### src/rtl/disp_pkg.sv
// Shared constants and types for the 4-digit seven-segment display mux (driver and demux).
package disp_pkg;

    localparam int unsigned NUM_DIGITS = 4;
    localparam int unsigned AN_W       = NUM_DIGITS;
    localparam int unsigned SSEG_W     = 8;
    localparam int unsigned IDX_W      = $clog2(NUM_DIGITS);

    localparam logic [AN_W-1:0] AN_BLANK = {AN_W{1'b1}};

    typedef struct packed {
        logic [AN_W-1:0]   an;
        logic [SSEG_W-1:0] sseg;
    } disp_bus_t;

    localparam int unsigned BUS_W   = $bits(disp_bus_t);
    localparam disp_bus_t   BUS_RST = '{an: AN_BLANK, sseg: '0};

    typedef struct packed {
        logic             valid;
        logic [IDX_W-1:0] idx;
    } onecold_t;

    // Exactly one low bit selects a digit; anything else is not a digit select.
    function automatic onecold_t onecold_idx(input logic [AN_W-1:0] an);
        onecold_t r;
        r.valid = 1'b0;
        r.idx   = '0;
        for (int unsigned k = 0; k < NUM_DIGITS; k++) begin
            if (an == ~(AN_W'(1) << k)) begin
                r.valid = 1'b1;
                r.idx   = IDX_W'(k);
            end
        end
        return r;
    endfunction

endpackage

### src/rtl/disp_demux_if.sv
// Display pin bus seen by the demux plus the rebuilt per-digit results.
interface disp_demux_if;
    import disp_pkg::*;

    logic [AN_W-1:0]   an_in;
    logic [SSEG_W-1:0] sseg_in;
    logic [SSEG_W-1:0] out0;
    logic [SSEG_W-1:0] out1;
    logic [SSEG_W-1:0] out2;
    logic [SSEG_W-1:0] out3;
    logic [AN_W-1:0]   digit_vld;
    logic              frame_stb;
    logic              err;
    logic              stale;

    modport master (
        output an_in, sseg_in,
        input  out0, out1, out2, out3, digit_vld, frame_stb, err, stale
    );

    modport slave (
        input  an_in, sseg_in,
        output out0, out1, out2, out3, digit_vld, frame_stb, err, stale
    );

endinterface

### src/rtl/in_stabilizer.sv
// Two-flop synchronizer followed by a saturating stability counter; emits one
// sample pulse per window in which the synchronized data has held still.
module in_stabilizer #(
    parameter int unsigned         WIDTH      = 12,
    parameter int unsigned         STABLE_CYC = 4,
    parameter logic [WIDTH-1:0]    RST_VAL    = '0
) (
    input  logic             clk,
    input  logic             reset,
    input  logic [WIDTH-1:0] din,
    output logic [WIDTH-1:0] dout,
    output logic             sample_c
);

    localparam int unsigned CNT_W = 4;

    logic [WIDTH-1:0] sync1_q, sync1_d;
    logic [WIDTH-1:0] sync2_q, sync2_d;
    logic [WIDTH-1:0] prev_q,  prev_d;
    logic [CNT_W-1:0] cnt_q,   cnt_d;
    logic             same_c;

    assign same_c   = (sync2_q == prev_q);
    assign sample_c = same_c && (cnt_q == CNT_W'(STABLE_CYC - 1));
    assign dout     = sync2_q;

    always_comb begin
        sync1_d = din;
        sync2_d = sync1_q;
        prev_d  = sync2_q;
        cnt_d   = cnt_q;
        if (!same_c) begin
            cnt_d = '0;
        end else if (cnt_q != CNT_W'(STABLE_CYC)) begin
            cnt_d = cnt_q + CNT_W'(1);
        end
    end

    always_ff @(posedge clk) begin
        if (!reset) begin
            sync1_q <= RST_VAL;
            sync2_q <= RST_VAL;
            prev_q  <= RST_VAL;
            cnt_q   <= '0;
        end else begin
            sync1_q <= sync1_d;
            sync2_q <= sync2_d;
            prev_q  <= prev_d;
            cnt_q   <= cnt_d;
        end
    end

endmodule

### src/rtl/disp_demux.sv
// Rebuilds the four digit bytes of a multiplexed seven-segment bus, flags
// completed refresh frames, illegal digit selects and a stalled display.
module disp_demux
    import disp_pkg::*;
#(
    parameter int unsigned STABLE_CYC = 4,
    parameter int unsigned TIMEOUT_W  = 20
) (
    input  logic          clk,
    input  logic          reset,
    disp_demux_if.slave   bus
);

    logic [BUS_W-1:0] stab_data;
    disp_bus_t        bus_in;
    disp_bus_t        bus_stab;
    logic             sample_c;
    onecold_t         dec;
    logic             capture_c;
    logic             illegal_c;

    logic [NUM_DIGITS-1:0][SSEG_W-1:0] out_q, out_d;
    logic [NUM_DIGITS-1:0]             seen_q, seen_d, seen_nx;
    logic                              frame_stb_q, frame_stb_d;
    logic                              err_q, err_d;
    logic [TIMEOUT_W-1:0]              stale_cnt_q, stale_cnt_d;
    logic                              stale_q, stale_d;

    assign bus_in = '{an: bus.an_in, sseg: bus.sseg_in};

    in_stabilizer #(
        .WIDTH      (BUS_W),
        .STABLE_CYC (STABLE_CYC),
        .RST_VAL    (BUS_RST)
    ) u_in_stabilizer (
        .clk      (clk),
        .reset    (reset),
        .din      (bus_in),
        .dout     (stab_data),
        .sample_c (sample_c)
    );

    assign bus_stab  = disp_bus_t'(stab_data);
    assign dec       = onecold_idx(bus_stab.an);
    assign capture_c = sample_c && dec.valid;
    // Blank is a legal idle pattern: neither a capture nor an error.
    assign illegal_c = sample_c && !dec.valid && (bus_stab.an != AN_BLANK);

    always_comb begin
        out_d       = out_q;
        seen_d      = seen_q;
        seen_nx     = seen_q;
        frame_stb_d = 1'b0;
        err_d       = illegal_c;
        stale_cnt_d = stale_cnt_q;

        if (capture_c) begin
            out_d[dec.idx] = bus_stab.sseg;
            seen_nx        = seen_q | (NUM_DIGITS'(1) << dec.idx);
            if (&seen_nx) begin
                frame_stb_d = 1'b1;
                seen_d      = '0;
            end else begin
                seen_d = seen_nx;
            end
        end

        // A capture on the threshold cycle wins over the timeout.
        if (capture_c) begin
            stale_cnt_d = '0;
        end else if (!(&stale_cnt_q)) begin
            stale_cnt_d = stale_cnt_q + TIMEOUT_W'(1);
        end
        stale_d = &stale_cnt_d;
    end

    always_ff @(posedge clk) begin
        if (!reset) begin
            out_q       <= '0;
            seen_q      <= '0;
            frame_stb_q <= 1'b0;
            err_q       <= 1'b0;
            stale_cnt_q <= '0;
            stale_q     <= 1'b0;
        end else begin
            out_q       <= out_d;
            seen_q      <= seen_d;
            frame_stb_q <= frame_stb_d;
            err_q       <= err_d;
            stale_cnt_q <= stale_cnt_d;
            stale_q     <= stale_d;
        end
    end

    assign bus.out0      = out_q[0];
    assign bus.out1      = out_q[1];
    assign bus.out2      = out_q[2];
    assign bus.out3      = out_q[3];
    assign bus.digit_vld = seen_q;
    assign bus.frame_stb = frame_stb_q;
    assign bus.err       = err_q;
    assign bus.stale     = stale_q;

endmodule

### src/flat_wrapper.sv
// flat-port wrapper written by rule: the top's interface ports become plain ports
module disp_demux_flat import disp_pkg::*;
#(
    parameter int unsigned STABLE_CYC = 4,
    parameter int unsigned TIMEOUT_W  = 20
)
  (clk, reset, bus_an_in, bus_sseg_in, bus_out0, bus_out1, bus_out2, bus_out3, bus_digit_vld, bus_frame_stb, bus_err, bus_stale);
  disp_demux_if bus_i ();
  input  logic clk;
  input  logic reset;
  input wire logic [$bits(bus_i.an_in)-1:0] bus_an_in;
  input wire logic [$bits(bus_i.sseg_in)-1:0] bus_sseg_in;
  output wire logic [$bits(bus_i.out0)-1:0] bus_out0;
  output wire logic [$bits(bus_i.out1)-1:0] bus_out1;
  output wire logic [$bits(bus_i.out2)-1:0] bus_out2;
  output wire logic [$bits(bus_i.out3)-1:0] bus_out3;
  output wire logic [$bits(bus_i.digit_vld)-1:0] bus_digit_vld;
  output wire logic [$bits(bus_i.frame_stb)-1:0] bus_frame_stb;
  output wire logic [$bits(bus_i.err)-1:0] bus_err;
  output wire logic [$bits(bus_i.stale)-1:0] bus_stale;
  assign bus_i.an_in = bus_an_in;
  assign bus_i.sseg_in = bus_sseg_in;
  assign bus_out0 = bus_i.out0;
  assign bus_out1 = bus_i.out1;
  assign bus_out2 = bus_i.out2;
  assign bus_out3 = bus_i.out3;
  assign bus_digit_vld = bus_i.digit_vld;
  assign bus_frame_stb = bus_i.frame_stb;
  assign bus_err = bus_i.err;
  assign bus_stale = bus_i.stale;
  disp_demux #(.STABLE_CYC(STABLE_CYC), .TIMEOUT_W(TIMEOUT_W)) u_core (.clk(clk), .reset(reset), .bus(bus_i));
endmodule
### config.mk
export PLATFORM = sky130hd
export DESIGN_NAME = disp_demux_flat
export DESIGN_NICKNAME = d
export VERILOG_FILES = /design/src/rtl/disp_pkg.sv /design/src/rtl/disp_demux_if.sv /design/src/rtl/in_stabilizer.sv /design/src/rtl/disp_demux.sv /design/src/flat_wrapper.sv
export SDC_FILE = /design/constraint.sdc
export NUM_CORES = 1
export LEC_CHECK = 0
export ABC_AREA = 1
export CORE_ASPECT_RATIO = 1.2
export CORE_MARGIN = 5
export CORE_UTILIZATION = 63
export DETAILED_ROUTE_END_ITERATION = 6
export DONT_BUFFER_PORTS = 1
export GPL_ROUTABILITY_DRIVEN = 0
export PLACE_DENSITY = 0.79
export SLEW_MARGIN = 20
export SYNTH_ARGS = -nofsm -noshare
export SYNTH_HDL_FRONTEND = slang
export SYNTH_HIERARCHICAL = 1
export SYNTH_SLANG_ARGS = --single-unit
### constraint.sdc
create_clock -name clk -period 3.49 [get_ports clk]
set_input_delay 0.5235 -clock clk [delete_from_list [all_inputs] [get_ports clk]]
set_output_delay 0.5235 -clock clk [all_outputs]
set_load 0.1 [all_outputs]
==> impl_metrics.env <==
export IMPL_synth_simple_area_share_pct=28.39
export IMPL_fin_crit_sh_pct=81.90
export IMPL_cts_setup_buffers=0
export IMPL_area_delta_synth_final_pct=5.861
export IMPL_rsz0062_at_grt="false"
export IMPL_viasPerCell=5.113
export IMPL_dpl_instance_area_mm2=0.004283
export IMPL_p_int_mw=1.455
export IMPL_reg2reg_depth=13
export IMPL_final_nets=607
export IMPL_final_antenna_net_count=0
export IMPL_drc=0
export IMPL_power_frac_seq_pct=60.1
export IMPL_avgRoutedWirePerCell_um=12.80
export IMPL_port_buffers=0
export IMPL_ctsLongestPathBuffers=2
export IMPL_regToRegStartpoint="u_core/u_in_stabilizer/dout[2]$_SDFF_PN0_"
export IMPL_io_pins=53
export IMPL_hold_path_end="u_core/u_in_stabilizer/sync1_q[11]$_SDFF_PN1_"
export IMPL_crit_arrival_ns=3.10
export IMPL_synth_compound_area_share_pct=9.532
export IMPL_synth_cells=590
export IMPL_routed_wl_mm=8.705
export IMPL_worst_pin_slew_ns=1.014
export IMPL_pwr_density_cell_mw_per_mm2=434.1
export IMPL_clock_latency_ns=0.37
export IMPL_p_sw_mw=0.4876
export IMPL_antenna_cells=0
export IMPL_hpwl_mm=6.303
export IMPL_hold_slack_ns=0.2520
export IMPL_synthXorXnorAreaFrac_pct=2.279
export IMPL_cp_end_kind="flip-flop"
export IMPL_clkTransAtPathRegs_ns=0.11
export IMPL_cts_root_buf="clkbuf_8"
export IMPL_hold_path_class="input pin to flip-flop"
export IMPL_leakage_nw=2.077
export IMPL_clock_sinks=99
export IMPL_vias=3477
export IMPL_skew_ns=0.01802
export IMPL_cts_made_buffers=9
export IMPL_finalHoldViolCount=0
export IMPL_hold_start="bus_an_in[3]"
export IMPL_finalCoreUtilization_pct=68.98
export IMPL_power_mw=1.942
export IMPL_cts_tree="done"
export IMPL_synth_net_count=607
export IMPL_yosys_area_top_type="dfxtp_1"
export IMPL_peakVddDrop_v=0.0004110
export IMPL_worstSetupStartpointType="flip-flop"
export IMPL_final_max_slew_viol_count=0
export IMPL_period_needed_ns=2.858
export IMPL_critPathMaxFanout=18
export IMPL_core_area_mm2=0.006486
export IMPL_final_area_mm2=0.004474
export IMPL_overflow=0
export IMPL_syn_area_per_cell_um2=7.164
export IMPL_grt_pass1_wl_mm=14.66
export IMPL_start_util_pct=65.16
export IMPL_setup_viol=0
export IMPL_power_frac_comb_pct=3.8
export IMPL_swShare_pct=25.11
export IMPL_required_ns=3.74
export IMPL_syn_cell_area_mm2=0.004227
export IMPL_synthMuxAreaShare_pct=0
export IMPL_synth_area_leaders="dfxtp_1 (47%), nand2_1 (12%), inv_1 (9.5%)"
export IMPL_grt_max_degree=64
export IMPL_grt_pass1_vias=3232
export IMPL_synth_seq_cells=99
export IMPL_relSlewSlack_pct=32.34
export IMPL_die_w_um=84.77
export IMPL_worstSetupPathType="flip-flop to flip-flop"
export IMPL_synth_cell_types=33
export IMPL_drive_above_1_share_pct=8.571
export IMPL_setup_tns_ns=0
export IMPL_ys_seq_area_share_pct=46.89
export IMPL_cts_resized=0
export IMPL_r2r_setup_slack_ns=0.63
export IMPL_dieArea_mm2=0.008454
export IMPL_yosys_warnings=6
export IMPL_die_h_um=99.73
export IMPL_hold_buffers=0
export IMPL_rr_endpoint="u_core/bus.out2[5]$_SDFFE_PN0P_"
export IMPL_max_freq_mhz=349.9
export IMPL_status="finished clean"
export IMPL_drt_iter0_drc=237
export IMPL_grtUsageTotal_pct=21.39
export IMPL_htree_levels=3
export IMPL_p_clk_share_pct=36.1
export IMPL_max_cap_viol_count=0
export IMPL_firstDrtPassIters=5
export IMPL_whs_path_depth=2
export IMPL_synth_top_family_by_area="simple AND/OR/NAND/NOR gates"
export IMPL_crit_start="u_core/u_in_stabilizer/dout[2]$_SDFF_PN0_"
export IMPL_synth_fa_ha_area_share_pct=0.8881
export IMPL_synth_top_cell_area_share_pct=46.89
export IMPL_antenna_found_initial=0
export IMPL_rows=32
## cells by family (layout without fill, tap and decap cells)
kind of cell,Yosys count,after routing
AO/OA/AOI/OAI,76,76
XOR/XNOR,11,11
adder cells (fa/ha/maj),3,3
buffers and inverters,128,133
flip-flops,99,99
AND/OR/NAND/NOR,273,273
## cells in the final DEF (no fill, tap or decap), types with 5 or more instances in the layout
cell type,n
a21oi_1,34
buf_4,5
clkbuf_8,9
dfxtp_1,99
inv_1,107
nand2_1,133
nand2_2,5
nand3_1,34
nand4_1,5
nor2_1,72
nor2_2,5
nor3_1,5
o21ai_0,34
xnor2_1,5
xor2_1,6
## synthesized netlist by cell type
cell type,number
nand3_1,34
nor2_2,5
o21ai_0,34
nor3_1,5
a31oi_1,1
dfxtp_1,99
a21o_1,1
clkinv_1,1
a31o_2,1
and3_1,1
a21oi_1,34
buf_6,2
xor2_1,6
a22o_1,1
xnor2_1,5
inv_1,107
nand4_1,5
inv_2,4
nand3_2,4
o21ai_2,1
buf_4,1
nor3_2,1
clkbuf_1,6
nor2_4,4
nand2_2,5
ha_1,3
or3_1,1
o21ai_1,1
nand2_1,133
a21oi_2,2
nand2_4,3
nor2_1,72
buf_2,7
## worst max path at each step
| stage | end | slack, ns | depth (start not counted) |
|---|---|---|---|
| 6_report | u_core/bus.out2[5]$_SDFFE_PN0P_ | 0.63 | 13 |
| 3_3_place_gp | u_core/bus.out2[5]$_SDFFE_PN0P_ | 0.70 | 13 |
| 5_1_grt | u_core/bus.out2[4]$_SDFFE_PN0P_ | 0.38 | 13 |
| 2_1_floorplan | u_core/bus.out0[6]$_SDFFE_PN0P_ | 1.48 | 14 |
| 3_5_place_dp | u_core/bus.out2[5]$_SDFFE_PN0P_ | 0.66 | 13 |
| 4_1_cts | u_core/bus.out2[5]$_SDFFE_PN0P_ | 0.64 | 13 |
## routing by layer
layer / global-route usage, % / vias up / part of all wire [%]
li1: - / 1795 / -
met1: 28.43 / 1539 / 45
met2: 33.63 / 129 / 46
met3: 4.971 / 14 / 7.4
met4: 8.648 / 0 / 1.4
met5: 0 / - / 0
## power groups by stage
| stage | logic, mW | clock network (mW) | registers (mW) |
|---|---|---|---|
| after floorplan | 0.0681 | 0 | 1.19 |
| after global placement | 0.0719 | 0 | 1.19 |
| after detailed placement | 0.0734 | 0 | 1.19 |
| after CTS | 0.0740 | 0.714 | 1.17 |
| after global routing | 0.0864 | 0.756 | 1.17 |
| final | 0.0741 | 0.701 | 1.17 |
## registers in the layout, summed over array words and instances, names as in the netlist
signal / flops
u_core/bus.out3: 8
u_core/bus.out2: 8
u_core/bus.stale: 1
u_core/u_in_stabilizer/dout: 12
u_core/u_in_stabilizer/sync1_q: 12
u_core/stale_cnt_q: 20
u_core/bus.out0: 8
u_core/u_in_stabilizer/cnt_q: 4
u_core/bus.err: 1
u_core/bus.frame_stb: 1
u_core/bus.out1: 8
u_core/bus.digit_vld: 4
u_core/u_in_stabilizer/prev_q: 12
## worst max-delay path: stages, from the launching register on
cell,delay [ns]
dfxtp_1,0.51
inv_1,0.08
nand2_1,0.06
nand2_1,0.05
nor2_1,0.11
nand2_1,0.07
nor2_2,0.14
nand2_1,0.06
nor2_1,0.25
nand2_4,0.21
inv_2,0.24
nand3_1,0.46
o21ai_0,0.43
a21oi_1,0.08
## through the flow
stage	setup slack, ns	std cells
after floorplan	1.482	590
after global placement	0.7011	664
after detailed placement	0.6610	664
after CTS	0.6409	680
after global routing	0.3830	680
final	0.6318	680
## area by class of cell
type | count | area, µm²
Fill cell | 542 | 2012
Sequential cell | 99 | 1982
Multi-Input combinational cell | 363 | 1737
Inverter | 112 | 420.4
Clock buffer | 9 | 123.9
Tap cell | 85 | 106.4
Clock inverter | 7 | 67.56
Timing Repair Buffer | 5 | 37.54
(Power assumes the default switching activity.)
==> RTL edit: new RTL, config.mk and constraints unchanged <==
`TIMEOUT_W` is set to 20 in 2 places; all go to 18.
--- a/src/rtl/disp_demux.sv
+++ b/src/rtl/disp_demux.sv
@@ -4,7 +4,7 @@
     import disp_pkg::*;
 #(
     parameter int unsigned STABLE_CYC = 4,
-    parameter int unsigned TIMEOUT_W  = 20
+    parameter int unsigned TIMEOUT_W  = 18
 ) (
     input  logic          clk,
     input  logic          reset,
--- a/src/flat_wrapper.sv
+++ b/src/flat_wrapper.sv
@@ -2,7 +2,7 @@
 module disp_demux_flat import disp_pkg::*;
 #(
     parameter int unsigned STABLE_CYC = 4,
-    parameter int unsigned TIMEOUT_W  = 20
+    parameter int unsigned TIMEOUT_W  = 18
 )
   (clk, reset, bus_an_in, bus_sseg_in, bus_out0, bus_out1, bus_out2, bus_out3, bus_digit_vld, bus_frame_stb, bus_err, bus_stale);
   disp_demux_if bus_i ();
Behaviour: no difference found for any inputs over 10 cycles, from zero or initial values and one cycle with reset low; that may be too few to reach the edited logic, so the function may still have changed.
==> RTL edit against the unedited design <==
- total power fell by 0.21%
- utilization fell by 1.0 points
- wire length fell by 0.87%
- clock power rose by 2%
- hold slack improved by 0.0077 ns
- area after synthesis fell by 3.1%
- critical path type unchanged
- largest power group unchanged
- final area fell by 3.3%
- sequential cell count fell by 2
- critical endpoint is now u_core/bus.out0[5]
- largest cell class unchanged
- setup slack improved by 0.12 ns
- die area fell by 2.8%
- global-route usage fell by 0.087 points
==> RTL edit: results (changes against the unedited design) <==
leakagePower_nw: 2.03  # was 2.08 nW
worst_pin_slew_ns: 1.02  # was 1.01 ns
fill_cells: 544  # was 542
fin_area_um2: 4330  # was 4470 um2
reg2reg_from: "u_core/u_in_stabilizer/dout[1]"  # was u_core/u_in_stabilizer/dout[2]
grt_max_degree: 56  # was 64
pre_cts_ws_ns: 0.787  # was 0.661 ns
avgViaCountPerCell: 5.07  # was 5.11
reg2reg_slack_ns: 0.75  # was 0.63 ns
multi_input_area_um2: 1670  # was 1740 um2
largest_reg_flops: 18  # was 20
inv_count: 105  # was 112
drive_gt1_share_pct: 6.85  # was 8.57%
cp.arrival_ns: 2.98  # was 3.10 ns
critical-path-max-stage-delay_ns: 0.57  # was 0.51 ns
final-nonclk-buf-share_pct: 0.347  # was 0.839%
rr_worst_depth: 14  # was 13
grt_pass1_wl_um: 14300  # was 14700 um
synth.area.top_cells: "dfxtp_1 (47%), nand2_1 (13%), inv_1 (9.3%), nor2_1 (5.5%), a21oi_1 (4.6%)"  # was dfxtp_1 (47%), nand2_1 (12%), inv_1 (9.5%), nor2_1 (6.4%), a21oi_1 (4.0%)
status: "complete, no violations"  # unchanged
finClkSkew_ns: 0.00676  # was 0.0180 ns
seqCellArea_um2: 1940  # was 1980 um2
synthAdderAreaFrac_pct: 0.917  # was 0.888%
placed_area_um2: 4130  # was 4280 um2
grt_util_all_layers_pct: 21.3  # was 21.4%
clkTransAtPathRegs_ns: 0.09  # was 0.11 ns
ys_top_cells_by_count: "nand2_1 (142), inv_1 (102), dfxtp_1 (97), nor2_1 (60), a21oi_1 (38)"  # was nand2_1 (133), inv_1 (107), dfxtp_1 (99), nor2_1 (72)
seq_cells: 97  # was 99
irDropWorstVdd_mv: 0.436  # was 0.411 mV
synth.distinct_cells: 31  # was 33
synth-seq-area-share_pct: 47.4  # was 46.9%
clk_share_pct: 4.51  # was 4.28%
clk_latency_ns: 0.35  # was 0.37 ns
wl_per_cell_um: 13.2  # was 12.8 um
first_pass_iters: 6  # was 5
multi_input_cells: 349  # was 363
RTL edit: cell count changes after synthesis, sizes merged, moves of 3 or more:
cell,delta
nor2,-15
o21ai,-11
inv,-7
nand3,+6
nand2,+5
nand3b,+3
RTL edit: power by group:
part / total (mW) / switching, mW / internal, mW
Combinational: 0.0769 / 0.0494 / 0.0275
Clock: 0.715 / 0.377 / 0.337
Sequential: 1.15 / 0.0207 / 1.13
Total: 1.94 / 0.447 / 1.49
RTL edit: stage by stage:
step                hold WS [ns]  total power, mW  instances
CTS                        0.239             1.95        654
global route               0.235             2.02        654
global placement           0.380             1.25        638
finish                     0.260             1.94        654
floorplan                  0.380             1.24        565
detailed placement         0.390             1.25        638
RTL edit: layer usage:
| layer | global-route usage, % | wire length [um] | vias up |
|---|---|---|---|
| met5 | 0 | 0 | - |
| met2 | 36.7 | 4350 | 85 |
| met1 | 25.1 | 3510 | 1490 |
| li1 | - | - | 1721 |
| met4 | 8.79 | 240 | 0 |
| met3 | 5.40 | 527 | 20 |
